===== config.mk =====
export PLATFORM = sky130hd
export DESIGN_NAME = bch_31_chien
export DESIGN_NICKNAME = d
export VERILOG_FILES = /design/src/rtl/bch_31_pkg.sv /design/src/rtl/bch_31_chien_cell.sv /design/src/rtl/bch_31_chien.sv
export SDC_FILE = /design/constraint.sdc
export NUM_CORES = 1
export LEC_CHECK = 0
export BUFFER_PORTS_ARGS = -buffer_cell sky130_fd_sc_hd__buf_2
export CORE_MARGIN = 2
export CORE_UTILIZATION = 60
export DETAILED_ROUTE_END_ITERATION = 8
export PLACE_DENSITY = 0.75
export SLEW_MARGIN = 5
export SYNTH_ARGS = -nofsm -noshare
export SYNTH_HDL_FRONTEND = slang
export SYNTH_HIERARCHICAL = 1
export SYNTH_SLANG_ARGS = --single-unit

===== constraint.sdc =====
create_clock -name clk -period 0.9 [get_ports clk]
set_input_delay 0.135 -clock clk [delete_from_list [all_inputs] [get_ports clk]]
set_output_delay 0.135 -clock clk [all_outputs]
set_load 0.02 [all_outputs]

===== src/rtl/bch_31_pkg.sv =====
// bch_31_pkg: GF(2^5) constants and constant-multiplier helper for the BCH(31,21) Chien search
package bch_31_pkg;
  localparam int M = 5;
  localparam int N = 31;
  localparam logic [5:0] PRIM_POLY = 6'b100101;
  typedef logic [M-1:0] gf32_t;
  localparam gf32_t ALPHA [0:N-1] = '{
    5'd1,  5'd2,  5'd4,  5'd8,  5'd16, 5'd5,  5'd10, 5'd20,
    5'd13, 5'd26, 5'd17, 5'd7,  5'd14, 5'd28, 5'd29, 5'd31,
    5'd27, 5'd19, 5'd3,  5'd6,  5'd12, 5'd24, 5'd21, 5'd15,
    5'd30, 5'd25, 5'd23, 5'd11, 5'd22, 5'd9,  5'd18
  };
  // k is always an elaboration constant, so this folds into a fixed XOR network
  function automatic gf32_t gf32_mul_const(input gf32_t a, input int k);
    gf32_t b, x, p;
    b = ALPHA[k % N];
    x = a;
    p = '0;
    for (int j = 0; j < M; j++) begin
      if (b[j]) p = p ^ x;
      x = {x[M-2:0], 1'b0} ^ (x[M-1] ? PRIM_POLY[M-1:0] : '0);
    end
    return p;
  endfunction
endpackage


===== src/rtl/bch_31_chien_cell.sv =====
// bch_31_chien_cell: tests whether alpha^-I is a root of 1 + lambda1*x + lambda2*x^2
module bch_31_chien_cell
  import bch_31_pkg::*;
#(
  parameter int I = 0
) (
  input  logic [4:0] lambda1,
  input  logic [4:0] lambda2,
  output logic       root_hit
);
  localparam int E1 = (N - I) % N;
  localparam int E2 = (2 * E1) % N;
  gf32_t v;
  assign v = gf32_t'(1) ^ gf32_mul_const(lambda1, E1) ^ gf32_mul_const(lambda2, E2);
  assign root_hit = (v == '0);
endmodule


===== src/rtl/bch_31_chien.sv =====
// bch_31_chien: parallel Chien search over all 31 positions with a single registered output stage
module bch_31_chien
  import bch_31_pkg::*;
(
  input  logic        clk,
  input  logic        rst_n,
  input  logic        valid_in,
  input  logic [4:0]  lambda1,
  input  logic [4:0]  lambda2,
  output logic        valid_out,
  output logic [30:0] error_vector,
  output logic        error_found,
  output logic [1:0]  error_count
);
  logic [N-1:0] hit;
  logic [4:0] n;
  for (genvar i = 0; i < N; i++) begin : g_cell
    bch_31_chien_cell #(.I(i)) u_cell (
      .lambda1 (lambda1),
      .lambda2 (lambda2),
      .root_hit(hit[i])
    );
  end
  assign n = 5'($countones(hit));
  always_ff @(posedge clk or negedge rst_n) begin
    if (!rst_n) begin
      valid_out    <= 1'b0;
      error_vector <= '0;
      error_found  <= 1'b0;
      error_count  <= 2'd0;
    end else begin
      valid_out <= valid_in;
      if (valid_in) begin
        error_vector <= hit;
        error_found  <= |hit;
        error_count  <= (n >= 5'd2) ? 2'd2 : n[1:0];
      end
    end
  end
endmodule


==> results.yml, run 1 <==
logic_synthesis:
  yosysWarnings: 6
  synth.ff_latch_count: 35
  synth_mux_area_frac: 0.08105
  synthXorXnorAreaFrac: 0.4193
  syn_inst: 669
  synthArstFlopShare: 1.000
  synthSimpleGateAreaFrac: 0.1669
  synth-edff-count: 0
  synth_nets: 713
  synthDistinctLibCells: 66
  seq_area_frac_synth: 0.1335
  synth_top_family_by_area: "XOR/XNOR gates"
  syn_avg_cell_area_sq_um: 9.808
  synth-compound-area-share: 0.08753
  yosys.area_share.adder: 0.08543
  synth_flop_cell: "dfrtp_1"
  post_synth_instance_area_sq_um: 6561
clock_network:
  cts_buffers: 5
  post_cts_buffers: 56
  postCtsResizedCells: 237
  cts_buffer_depth: 2
  clock_sinks: 35
  cts_htree_levels: 2
  holdBufCountCts: 1
  clockRootBuffer: "clkbuf_8"
status:
  failed_stage: "clock tree synthesis (4_1_cts)"
  status: "stopped before the end"
  error_line: "[ERROR DPL-0033] detailed placement checks failed during check placement."
die:
  start_util: 0.6106
  die_h_microns: 108.6
  dieWidth_microns: 108.6
  num_io_pins: 48
  rows: 38
placement:
  post-place-ws_ns: -5.296
  dp_cells: 1003
  place.gp.congestion: 0.9368
  hpwl_microns: 15700
  port_buffers: 47
==> per-stage QoR <==
stage	hold slack [ns]	setup TNS [ns]	area (sq um)
after floorplan	-0.1606	-22.01	6998
after global placement	-0.003714	-48.37	8730
after detailed placement	0.009510	-50.20	8730
==> kinds of logic after synthesis <==
group	Yosys count
xor+xnor	261
flops	35
mux	46
simple gates	187
compound gates	67
fa+ha+maj	31
buf+inv	42
==> synthesized netlist by cell type (all sizes together), types with 6 or more instances <==
library cell | n | share of area
xnor2 | 166 | 0.23
xor2 | 72 | 0.11
nand3 | 39 | 0.030
inv | 37 | 0.021
dfrtp | 35 | 0.13
mux2 | 31 | 0.053
fa | 23 | 0.070
or3 | 23 | 0.022
nor2 | 21 | 0.012
xnor3 | 18 | 0.062
nor2b | 14 | 0.013
nor3 | 14 | 0.011
mux2i | 13 | 0.020
nand2 | 13 | 0.0074
a21oi | 12 | 0.0092
nor3b | 10 | 0.011
a22oi | 9 | 0.013
nand4 | 9 | 0.0086
nor4 | 9 | 0.010
ha | 8 | 0.015
o211ai | 8 | 0.0092
o21ai | 8 | 0.0061
a221oi | 6 | 0.013
nand2b | 6 | 0.0057
==> run 2: changes to the inputs <==
- CORE_UTILIZATION: 60 -> 40
- PLACE_DENSITY: 0.75 -> not set
- PLACE_DENSITY_LB_ADDON: not set -> 0.15
==> results.yml, run 2 <==
clock_network:
  cts_htree_levels: 2
  clock_latency_ns: 0.29
  clockRootBuffer: "clkbuf_16"
  cts_buffer_depth: 2
  path_clk_slew_ns: 0.07
  cts_buffers: 5
  cts_tree: "yes"
  clock_sinks: 35
critical_path:
  path_class: "in2reg"
  start_kind: "input pin"
  critPathMaxStageDelay_ns: 0.56
  cp.depth: 24
  cp.required_ns: 1.13
  cpMaxStageDelayCell: "fa_1"
  rr_worst_depth: 2
  critPathBufInv: 8
  crit_family: "adder cells"
  cpMostUsedCell: "fa_1"
  cp-end-kind: "flip-flop"
  path_max_fanout: 3
  critPathArrivalTime_ns: 6.12
  r2r_slack_ns: -0.03
  path_cells: "buf_12, buf_12, xnor2_4, buf_6, xnor2_2, or4_4, a22oi_2, fa_1, fa_1, inv_1, fa_1, inv_1, fa_1, fa_1, inv_1, fa_1, inv_1, fa_2, inv_2, fa_2, xor2_2, o2111ai_2, nor4_4, a22o_1"
detailed_routing:
  via_count: 6315
  wl_met3_microns: 956
  vias_per_cell: 5.347
  postRouteWirelength_microns: 23560
  drt_pre_antenna_iters: 4
  drc: 0
  wire_per_inst_microns: 19.94
  met2_length_microns: 12000
  drtIter0Drc: 354
  wl_met1_microns: 9831
  highest_layer: "met4"
  drtAntennaViolNets: 0
timing:
  hold_viol: 0
  tightest_slew_ns: 0.4788
  post-route-period-util: 6.548
  fin_skew_ns: 0
  fin_tns_setup_ns: -37.14
  finalCriticalPeriod_ns: 5.893
  fmax_ghz: 0.1697
  slew_violations: 0
  final.setup.worst_slack_ns: -4.993
  rsz0062_at_grt: "yes"
  setup_violations: 69
  relSlewSlack: 0.6808
pwr:
  p_switching_uw: 4642
  power.total_uw: 11600
  vdd_drop_max_v: 0.0008931
  seq_power_share: 0.158
  power_switching_share: 0.4001
  p_per_area_nw_per_um2: 1008
  clkPwrFrac: 0.156
  intPower_uw: 6960
  leakagePower_uw: 0.005060
  pwr-share-comb: 0.685
logic_synthesis:
  synthDistinctLibCells: 66
  netlist.area_leader.share: 0.2109
  yosysWarnings: 6
  synthTopCellsByArea: "xnor2_1 21%, dfrtp_1 13%, xor2_1 8.4%"
  synth.most_common_cell: "xnor2_1"
  post_synth_instance_area_sq_um: 6561
  synthArstFlopShare: 1.000
  seq_area_frac_synth: 0.1335
  synth_common_cells: "158 x xnor2_1, 63 x xor2_1, 39 x nand3_1, 37 x inv_1, 35 x dfrtp_1"
  synth_largest_area_cell: "xnor2_1"
  syn_inst: 669
  synth_flop_cell: "dfrtp_1"
  synth.ff_latch_count: 35
  syn_avg_cell_area_sq_um: 9.808
  synth_nets: 713
  synth-edff-count: 0
finish:
  layout.cells.most_common: "buf_4"
  layout_common_cells: "146 x buf_4, 106 x xnor2_1, 77 x buf_6"
  syn2layout_area_growth_pct: 75.40
  regMostFlops: "error_vector"
  reg.largest.list: "error_vector: 31 flops, error_count: 2 flops"
  n_antenna_cell: 0
  drive_above_1_share: 0.5119
  largest_reg_flops: 31
  fin_nets: 1008
  final_util: 0.7219
die:
  dieWidth_microns: 132.1
  rows: 46
  num_io_pins: 48
  dieArea_sq_um: 17440
  core_area_sq_um: 15940
  die_h_microns: 132.1
  start_util: 0.4116
grt:
  grt_max_degree: 36
  antenna_found_initial: 0
  grt_pass1_vias: 6556
  grt_use_total: 0.2629
  grt_pass1_wl_microns: 36140
  overflow: 0
placement:
  hpwl_microns: 14950
  place.gp.congestion: 0.8760
  port_buffers: 47
  post-place-ws_ns: -5.274
run:
  maxCapViolCount: 0
status:
  violations: "setup timing"
  status: "finished with violations"
min_path:
  holdCritPathClass: "in2async"
run 2: repair_timing:
| action | 4_1_cts | 5_1_grt |
|---|---|---|
| resized for setup | 271 | 74 |
| hold endpoints to repair | 35 | 0 |
| hold buffers | 1 | 0 |
| gates cloned | 6 | 0 |
| pin swaps | 60 | 32 |
| setup endpoints to repair | 69 | 69 |
| buffers inserted | 66 | 26 |
run 2: worst paths after layout:
check / to / from
min in group clk: valid_out / valid_in
min: error_vector[22] / rst_n
max in group asynchronous: error_vector[1] / rst_n
max: error_count[0] / lambda1[2]
min reg2reg: error_vector[0] / error_vector[0]
max reg2reg: error_vector[28] / error_vector[28]
run 2: kinds of logic (layout without fill, tap and decap cells):
family                   count (synthesis)  in the layout  synth area share
flip-flops                              35             35            0.1335
AND/OR/NAND/NOR                        187            187            0.1669
multiplexers                            46             46           0.08104
XOR/XNOR                               261            262            0.4193
AO/OA/AOI/OAI                           67             67           0.08753
adder cells (fa/ha/maj)                 31             31           0.08543
buffers and inverters                   42            337           0.02631
run 2: per-layer routing:
| metal | vias up | track usage |
|---|---|---|
| met4 | 0 | 0.07548 |
| met2 | 178 | 0.4604 |
| met5 | - | 0 |
| met1 | 3141 | 0.3418 |
| li1 | 2945 | - |
| met3 | 51 | 0.03076 |
run 2: stage by stage:
step                hold WS (ns)  std cells  area [sq um]
floorplan                -0.1606        669          6998
finish                    0.3461       1181         11510
global placement          0.1161       1082          8847
CTS                       0.3493       1161         10890
global route              0.3513       1181         11510
detailed placement        0.1173       1082          8847
run 2: layout make-up:
type,count,area (sq um)
fill,1081,4434
clock inverter,2,12.51
clock buffer,6,128.9
timing repair buffer,292,3279
sequential,35,875.8
inverter,37,138.9
tap,216,270.3
multi-input combinational,593,6803
run 2: power by group through the flow:
stage                     sequential, uW  clock, uW  combinational, uW
after floorplan                     2000          0               3620
after global placement              1830          0               5850
after detailed placement            1830          0               6010
after CTS                           1830       1820               7350
after global routing                1850       1920               8500
final                               1830       1820               7950
run 2: worst min-delay path: cells and delay by family:
family	cells	cell delay (ns)
buffers and inverters	3	0.87
Note: power is estimated with default switching activity, not from simulation.
